==> config.mk <==
export PLATFORM = sky130hd
export DESIGN_NAME = sync_fifo
export DESIGN_NICKNAME = d
export VERILOG_FILES = /design/src/rtl/sync_fifo_pkg.sv /design/src/rtl/sync_fifo_dualport_ram_sync.sv /design/src/rtl/sync_fifo.sv
export SDC_FILE = /design/constraint.sdc
export NUM_CORES = 1
export LEC_CHECK = 0
export ABC_AREA = 1
export ABC_CLOCK_PERIOD_IN_PS = 2400
export CAP_MARGIN = 20
export CORE_MARGIN = 2
export CORE_UTILIZATION = 51
export DETAILED_ROUTE_END_ITERATION = 10
export GPL_ROUTABILITY_DRIVEN = 0
export GPL_TIMING_DRIVEN = 0
export PLACE_DENSITY_LB_ADDON = 0.08
export SYNTH_ARGS = -nofsm -noshare
export SYNTH_HDL_FRONTEND = slang
export SYNTH_HIERARCHICAL = 1
export SYNTH_SLANG_ARGS = --single-unit
==> constraint.sdc <==
create_clock -name clk -period 2.4 [get_ports clk]
set_input_delay 0.48 -clock clk [delete_from_list [all_inputs] [get_ports clk]]
set_output_delay 0.48 -clock clk [all_outputs]
set_load 0.01 [all_outputs]
==> src/rtl/sync_fifo_pkg.sv <==
// Shared constants for the single-clock FIFO and its storage array.
package sync_fifo_pkg;

  // Read-mode encoding for the FWFT parameter.
  localparam int FWFT_OFF = 0;
  localparam int FWFT_ON  = 1;

  // Default geometry used when the FIFO is instantiated without overrides.
  localparam int DEF_DATA_WIDTH = 8;
  localparam int DEF_FIFO_DEPTH = 16;

endpackage

==> src/rtl/sync_fifo_dualport_ram_sync.sv <==
// Simple dual-port storage array: synchronous write port, read port that is
// either registered (one-cycle latency) or asynchronous (for fall-through use).
module dualport_ram_sync #(
  parameter int DATA_WIDTH = 8,
  parameter int ADDR_WIDTH = 4,
  parameter int RD_REG     = 1
) (
  input  logic                  clk,
  input  logic                  rst_n,
  input  logic                  wr_en,
  input  logic [ADDR_WIDTH-1:0] wr_addr,
  input  logic [DATA_WIDTH-1:0] wr_data,
  input  logic                  rd_en,
  input  logic [ADDR_WIDTH-1:0] rd_addr,
  output logic [DATA_WIDTH-1:0] rd_data
);

  localparam int DEPTH = 1 << ADDR_WIDTH;

  logic [DATA_WIDTH-1:0] mem [DEPTH];

  // Storage write; contents are deliberately left unreset.
  always_ff @(posedge clk) begin
    if (wr_en) mem[wr_addr] <= wr_data;
  end

  generate
    if (RD_REG != 0) begin : g_reg_rd
      logic [DATA_WIDTH-1:0] rd_q;

      // Output register: loads only on an accepted read, otherwise holds.
      always_ff @(posedge clk) begin
        if (!rst_n)     rd_q <= '0;
        else if (rd_en) rd_q <= mem[rd_addr];
      end

      assign rd_data = rd_q;
    end else begin : g_async_rd
      // Head entry is presented combinationally; reset and enable are unused.
      logic unused_rd_ctrl;
      assign unused_rd_ctrl = &{1'b0, rst_n, rd_en};
      assign rd_data = mem[rd_addr];
    end
  endgenerate

endmodule

==> src/rtl/sync_fifo.sv <==
// Single-clock FIFO: pointer, occupancy, status flag and sticky error logic.
// Storage lives in dualport_ram_sync; FWFT selects registered or fall-through read.
module sync_fifo
  import sync_fifo_pkg::*;
#(
  parameter  int DATA_WIDTH  = DEF_DATA_WIDTH,
  parameter  int FIFO_DEPTH  = DEF_FIFO_DEPTH,
  parameter  int FIFO_AFULL  = FIFO_DEPTH - 1,
  parameter  int FIFO_AEMPTY = 1,
  parameter  int FWFT        = FWFT_OFF,
  localparam int ADDR_WIDTH  = $clog2(FIFO_DEPTH)
) (
  input  logic                  clk,
  input  logic                  rst_n,
  input  logic                  flush,
  input  logic                  wr_en,
  input  logic [DATA_WIDTH-1:0] wr_data,
  input  logic                  rd_en,
  output logic [DATA_WIDTH-1:0] rd_data,
  output logic                  rd_valid,
  output logic                  full,
  output logic                  empty,
  output logic                  afull,
  output logic                  aempty,
  output logic [ADDR_WIDTH:0]   level,
  output logic                  overflow,
  output logic                  underflow
);

  localparam int PTR_W = ADDR_WIDTH + 1;
  localparam logic [PTR_W-1:0] LVL_FULL   = PTR_W'(FIFO_DEPTH);
  localparam logic [PTR_W-1:0] LVL_AFULL  = PTR_W'(FIFO_AFULL);
  localparam logic [PTR_W-1:0] LVL_AEMPTY = PTR_W'(FIFO_AEMPTY);

  logic [PTR_W-1:0]      wr_ptr;
  logic [PTR_W-1:0]      rd_ptr;
  logic [PTR_W-1:0]      level_nxt;
  logic                  wr_vld;
  logic                  rd_vld;
  logic [DATA_WIDTH-1:0] ram_q;

  // Pointer MSBs only disambiguate full from empty; level covers that here.
  logic unused_ptr_msb;
  assign unused_ptr_msb = ^{wr_ptr[ADDR_WIDTH], rd_ptr[ADDR_WIDTH]};

  // Requests are gated by the registered flags, so a write while full is
  // dropped even if a read frees a slot on the same edge (and vice versa).
  assign wr_vld    = wr_en & ~full  & ~flush;
  assign rd_vld    = rd_en & ~empty & ~flush;
  assign level_nxt = level + PTR_W'(wr_vld) - PTR_W'(rd_vld);

  // Pointers, occupancy, flags from next level, and sticky errors.
  always_ff @(posedge clk) begin
    if (!rst_n || flush) begin
      wr_ptr    <= '0;
      rd_ptr    <= '0;
      level     <= '0;
      full      <= 1'b0;
      empty     <= 1'b1;
      afull     <= 1'b0;
      aempty    <= 1'b1;
      overflow  <= 1'b0;
      underflow <= 1'b0;
    end else begin
      if (wr_vld) wr_ptr <= wr_ptr + 1'b1;
      if (rd_vld) rd_ptr <= rd_ptr + 1'b1;
      level     <= level_nxt;
      full      <= (level_nxt == LVL_FULL);
      empty     <= (level_nxt == '0);
      afull     <= (level_nxt >= LVL_AFULL);
      aempty    <= (level_nxt <= LVL_AEMPTY);
      overflow  <= overflow  | (wr_en & full);
      underflow <= underflow | (rd_en & empty);
    end
  end

  dualport_ram_sync #(
    .DATA_WIDTH (DATA_WIDTH),
    .ADDR_WIDTH (ADDR_WIDTH),
    .RD_REG     ((FWFT == FWFT_ON) ? 0 : 1)
  ) u_ram (
    .clk     (clk),
    .rst_n   (rst_n),
    .wr_en   (wr_vld),
    .wr_addr (wr_ptr[ADDR_WIDTH-1:0]),
    .wr_data (wr_data),
    .rd_en   (rd_vld),
    .rd_addr (rd_ptr[ADDR_WIDTH-1:0]),
    .rd_data (ram_q)
  );

  generate
    if (FWFT == FWFT_ON) begin : g_fwft
      // Head word falls through; masked to zero while nothing is stored.
      assign rd_data  = empty ? '0 : ram_q;
      assign rd_valid = ~empty;
    end else begin : g_std
      logic rd_valid_q;

      // One-cycle valid pulse alongside the registered read word.
      always_ff @(posedge clk) begin
        if (!rst_n || flush) rd_valid_q <= 1'b0;
        else                 rd_valid_q <= rd_vld;
      end

      assign rd_data  = ram_q;
      assign rd_valid = rd_valid_q;
    end
  endgenerate

endmodule

-- Yosys cells after proc, flatten, opt, wreduce, memory -nomap -nowiden
Memory sizes are Yosys's and may differ from the RTL's. A register that Yosys moved wholly into a read port is not among the register bits.
Cells that the tools add are included.
- RAM bits: 128
- memories kept: 1
- bits in registers: 22
- memory list (memory ; words ; bits a word ; rd ports ; clocked after memory_dff ; wr ports ; line ; RTL):
    u_ram.mem ; 16 ; 8 ; 1 ; 1 ; 1 ; sync_fifo_dualport_ram_sync.sv:20 ; logic [DATA_WIDTH-1:0] mem [DEPTH];
- bitwise logic cells: 11
- muxes and demuxes: 2
- reductions and logical operators: 4
- equal/unequal tests: 1
- order comparisons: 2
- add/subtract/negate cells: 4
- operators by type and width (operator ; count):
    5-bit by 1-bit adder with 5-bit output, second input constant ; 2
    1-bit bitwise AND ; 6
    5-bit by 1-bit adder with 5-bit output ; 1
    5-bit == test, second input constant ; 1
    5-bit by 4-bit >= comparator with 1-bit output, second input constant ; 1
    5-bit by 1-bit <= comparator with 1-bit output, second input constant ; 1
    5-bit logical NOT ; 1
    5-bit by 1-bit subtractor with 5-bit output ; 1
    1-bit NOT ; 3
    1-bit logical NOT ; 2
    1-bit 2-to-1 mux ; 2
    1-bit bitwise OR ; 2
    1-bit logical OR ; 1

-- Logic depth before layout (Yosys ltp)
- word-level depth: 6
- gate-level depth with buffers: 14
- gate-level depth less buffers: 14

-- By module
Netlist, hierarchy kept.
- modules (own cells, without submodules) (module ; area each (µm²) ; sequential area each (µm²) ; cells each ; instances):
    dualport_ram_sync ; 5576.6 ; 4003.8 ; 492 ; 1
    sync_fifo ; 930.9 ; 400.4 ; 117 ; 1

-- Worst setup path after synthesis
OpenSTA, ideal clock, no wires.
- path kind: input port to flip-flop
- from: in wr_en
- to: reg empty
- cell stages on the path: 11
- setup time: 0.120 ns
- data required time: 2.280 ns
- path slack: 0.124 ns
- arrival time: 2.157 ns
- path through: nand2_2 nor2_2 inv_2 ha_1 inv_1 ha_1 fa_1 xor2_1 nor2_1 nand4_1 nand2_1
- longest elaborated chain between the ends: 5
- RTL lines (element ; line ; RTL):
    from (decl) ; sync_fifo.sv:16 ; input logic wr_en,
    1-bit bitwise AND (2 in a row) ; sync_fifo.sv:48 ; assign wr_vld = wr_en & ~full & ~flush;
    via wr_vld ; sync_fifo.sv:38 ; logic wr_vld;
    5-bit by 1-bit adder with 5-bit output ; sync_fifo.sv:50 ; assign level_nxt = level + PTR_W'(wr_vld) - PTR_W'(rd_vld);
    5-bit by 1-bit subtractor with 5-bit output ; sync_fifo.sv:50 ;
    5-bit logical NOT ; sync_fifo.sv:69 ; empty <= (level_nxt == '0);
    to (signal assigned) ; sync_fifo.sv:69 ;
    to (decl) ; sync_fifo.sv:22 ; output logic empty,
The timed path passes the listed nets, and every way through them passes these cells.
A chain may end at the register's enable or synchronous reset.

-- Worst setup path after layout
- from: in rd_en
- to: reg afull
- longest elaborated chain between the ends: 4
- RTL lines (element ; line ; RTL):
    from (decl) ; sync_fifo.sv:18 ; input logic rd_en,
    1-bit bitwise AND (2 in a row) ; sync_fifo.sv:49 ; assign rd_vld = rd_en & ~empty & ~flush;
    via rd_vld ; sync_fifo.sv:39 ; logic rd_vld;
    5-bit by 1-bit subtractor with 5-bit output ; sync_fifo.sv:50 ;
    via level_nxt[1] ; sync_fifo.sv:37 ; logic [PTR_W-1:0] level_nxt;
    5-bit by 4-bit >= comparator with 1-bit output ; sync_fifo.sv:70 ; afull <= (level_nxt >= LVL_AFULL);
    to (signal assigned) ; sync_fifo.sv:70 ;
    to (decl) ; sync_fifo.sv:23 ; output logic afull,
The timed path passes the listed nets, and every way through them passes these cells.

==> out/qor.json <==
{
  "hold_path.class": {"value": "in -> reg"},
  "p_leak": {"value": 0.00296, "unit": "µW"},
  "worstPathArrival": {"value": 2520, "unit": "ps"},
  "drt_pre_antenna_iters": {"value": 5},
  "floorplan.io_pins": {"value": 33},
  "vdd.ir_drop.worst": {"value": 0.000502, "unit": "V"},
  "synth_top_family_by_area": {"value": "simple AND/OR/NAND/NOR gates"},
  "dpl.hpwl": {"value": 10000, "unit": "µm"},
  "clock-skew-final": {"value": 4.80, "unit": "ps"},
  "post_synthesis_cell_count": {"value": 609},
  "synth_top_cell_area_share": {"value": 59.1, "unit": "%"},
  "die_width": {"value": 117, "unit": "µm"},
  "syn2layout_area_growth": {"value": 19.9, "unit": "%"},
  "critical_path_maximum_fanout": {"value": 4},
  "timing.critical_path.required": {"value": 2760, "unit": "ps"},
  "synthSimpleGateAreaFrac": {"value": 23.9, "unit": "%"},
  "critical_path.startpoint_type": {"value": "primary input"},
  "synth_sequential_area_ratio": {"value": 67.7, "unit": "%"},
  "viasPerCell": {"value": 5.35},
  "fmaxAchievable": {"value": 463, "unit": "MHz"},
  "layout.cells.most_common": {"value": "nand2_1"},
  "hold_path_startpoint": {"value": "wr_en"},
  "critical_path.top_delay_family": {"value": "adder cells"},
  "grt_pass1_vias": {"value": 4409},
  "numPlacedInstances": {"value": 813},
  "power.sequential.fraction": {"value": 45.8, "unit": "%"},
  "dpl-instance-area": {"value": 7040, "unit": "µm²"},
  "endpoint_kind": {"value": "flop"},
  "relSlewSlack": {"value": 40.5, "unit": "%"},
  "yosys.cell_types.count": {"value": 24},
  "post-route-period-util": {"value": 90.0, "unit": "%"},
  "synth_compound_gate_area_share": {"value": 1.31, "unit": "%"},
  "net_count_synth": {"value": 630},
  "rsz0062_at_grt": {"value": "no"},
  "run_status": {"value": "finished clean"},
  "timing.critical_path.buf_inv": {"value": 3},
  "yosys.area.top_type": {"value": "edfxtp_1"},
  "number_of_cts_inserted_buffers": {"value": 17},
  "initial_core_util": {"value": 52.0, "unit": "%"},
  "drt-initial-drc-count": {"value": 398},
  "critical_path.cell_chain": {"value": "clkdlybuf4s50_1 > nand2_2 > nor2_4 > ha_1 > inv_1 > ha_2 > fa_2 > inv_2 > nor2_4 > nand3_1 > o21ai_1"},
  "yosys.area_share.xor_xnor": {"value": 0.135, "unit": "%"},
  "cts_sinks": {"value": 156},
  "detail_route.wirelength": {"value": 15100, "unit": "µm"},
  "cts.htree.levels": {"value": 4},
  "finalSetupViolCount": {"value": 0},
  "slowest_stage": {"value": "fa_2"},
  "synthAdderAreaFrac": {"value": 1.65, "unit": "%"},
  "portBuffers": {"value": 32},
  "critical_path.startpoint": {"value": "rd_en"},
  "finalHoldWorstSlack": {"value": 361, "unit": "ps"},
  "comb_power_share": {"value": 5.3, "unit": "%"},
  "die_area": {"value": 13700, "unit": "µm²"},
  "p_clk_share": {"value": 48.9, "unit": "%"},
  "p_int": {"value": 5250, "unit": "µW"},
  "cells_taking_the_most_area_after_synthesis": {"value": "edfxtp_1 (59%), nand2_1 (11%), nand3_1 (8.9%), dfxtp_1 (8.6%), nor2_1 (2.6%)"},
  "warning_count_from_the_yosys_run": {"value": 6},
  "holdBufCountCts": {"value": 0},
  "clock_tree_from_tritoncts": {"value": "yes"},
  "highest_cell_delay_on_the_worst_timing_path": {"value": 560, "unit": "ps"},
  "max-clock-path-buffers": {"value": 2},
  "die_ht": {"value": 117, "unit": "µm"},
  "layout_common_cells": {"value": "nand2_1 (188), edfxtp_1 (128), nand3_1 (116), nor2_1 (44), inv_1 (32)"},
  "power_density_normalized_to_cell_area": {"value": 833, "unit": "nW/µm²"},
  "ys_seq_elements": {"value": 156},
  "placement_rows": {"value": 41},
  "finalNetCount": {"value": 683},
  "dr_total_vias": {"value": 4535},
  "drc": {"value": 0},
  "synthesis.area": {"value": 6510, "unit": "µm²"},
  "final_cell_count_no_fill": {"value": 847},
  "timing.max_cap.violations": {"value": 0},
  "worst_r2r_startpoint": {"value": "full"},
  "standard_cell_core_area": {"value": 12500, "unit": "µm²"},
  "final_design_area_no_fill": {"value": 7800, "unit": "µm²"},
  "antenna_left": {"value": 0},
  "number_of_antenna_violations_at_the_first_check_in_global_routing": {"value": 0},
  "avgRoutedWirePerCell": {"value": 17.8, "unit": "µm"},
  "drv_slew": {"value": 0},
  "timing.critical_path.mode_cell": {"value": "nor2_4"},
  "tns": {"value": 0, "unit": "ps"},
  "worst_skew_pair.late_latency": {"value": 420, "unit": "ps"},
  "final_hold_violation_count": {"value": 0},
  "power_spent_charging_and_discharging_nets": {"value": 1250, "unit": "µW"},
  "grt_ovf": {"value": 0},
  "syn_avg_cell_area": {"value": 10.7, "unit": "µm²"},
  "diodes": {"value": 0},
  "path_clk_slew": {"value": 60, "unit": "ps"},
  "cts_root_buf": {"value": "clkbuf_16"},
  "drive_gt1_share": {"value": 11.4, "unit": "%"},
  "worst-slew-pin-transition": {"value": 889, "unit": "ps"},
  "netSwitchingFraction": {"value": 19.3, "unit": "%"},
  "global_route.usage.total": {"value": 23.8, "unit": "%"},
  "synth.area.mux_share": {"value": 0, "unit": "%"},
  "grt_pass1_wl": {"value": 23500, "unit": "µm"},
  "grt_max_degree": {"value": 17},
  "criticalPathCategory": {"value": "in -> reg"},
  "final_period_minus_worst_setup_slack": {"value": 2160, "unit": "ps"}
}
## registers in the layout (all words and copies together), names as in the netlist, 4 cells and up
register / flops
level: 5
rd_ptr: 4
u_ram/mem: 128
u_ram/rd_data: 8
wr_ptr: 4
## final timing paths
path                                   to  slack [ps]  cells after the start
worst max-delay path                afull         240                     11
worst min-delay path             overflow         360                      3
worst max register to register      afull         310                     12
worst min register to register  underflow         470                      2
## synthesized netlist by cell type
| cell | number |
|---|---|
| xor2_1 | 1 |
| edfxtp_1 | 128 |
| inv_2 | 4 |
| and3_1 | 2 |
| nand4_1 | 2 |
| nor2_4 | 3 |
| buf_6 | 10 |
| a21oi_1 | 11 |
| o21ai_0 | 2 |
| nand3_1 | 116 |
| o21ai_1 | 4 |
| buf_4 | 4 |
| ha_1 | 7 |
| nor3_1 | 2 |
| nand2_1 | 188 |
| nor2_2 | 3 |
| inv_4 | 1 |
| nand2_2 | 2 |
| inv_1 | 33 |
| nor2_1 | 45 |
| fa_1 | 1 |
| dfxtp_1 | 28 |
| clkbuf_1 | 1 |
| buf_2 | 11 |
## logic make-up after synthesis
logic type,after synthesis
compound gates,17
xor+xnor,1
simple gates,363
buf+inv,64
flops,156
fa+ha+maj,8
## worst register-to-register path, stage by stage, from the launching register on
cell and delay (ps):
dfxtp_1 320, inv_1 60, nand2_2 70, nor2_4 100, inv_2 70, ha_1 270
inv_1 40, ha_2 180, fa_2 560, inv_2 60, nor2_4 100, nand3_1 80
o21ai_1 120
## power by group through the flow
stage / clock network [µW] / logic (µW) / registers (µW)
global route: 3310 / 387 / 2980
global placement: 0 / 330 / 3030
detailed placement: 0 / 336 / 3030
floorplan: 0 / 171 / 3040
finish: 3180 / 346 / 2970
CTS: 3230 / 342 / 2970
## cell type report
cell class | count | area, µm²
Timing Repair Buffer | 34 | 337
Tap cell | 172 | 215
Buffer | 26 | 201
Fill cell | 1069 | 4720
Sequential cell | 156 | 4400
Multi-Input combinational cell | 389 | 1780
Clock buffer | 21 | 480
Inverter | 38 | 145
Clock inverter | 11 | 235
## through the flow
stage / total power [µW] / utilization, % / setup slack [ps]
after floorplan: 3210 / - / 124
after global placement: 3360 / 56.3 / -662
after detailed placement: 3370 / 56.3 / -711
after CTS: 6550 / 62.1 / 3.66
after global routing: 6680 / 62.3 / 128
final: 6500 / 62.3 / 240
## layer usage
layer | global-route usage (%) | vias up | routed length, µm | share of wire, %
met4 | 12.9 | 0 | 443 | 2.9
li1 | - | 2167 | - | -
met5 | 0 | - | 0 | 0
met2 | 36.6 | 141 | 7040 | 47
met3 | 4.48 | 28 | 758 | 5.0
met1 | 32.4 | 2199 | 6820 | 45
## timing repair
action / CTS / global route
resized for setup: 3 / 6
pin swaps: 1 / 4
endpoints found under the setup margin: 7 / 6
setup buffers: 1 / 1
cloned: 0 / 0
Note: power is estimated with default switching activity, not from simulation.
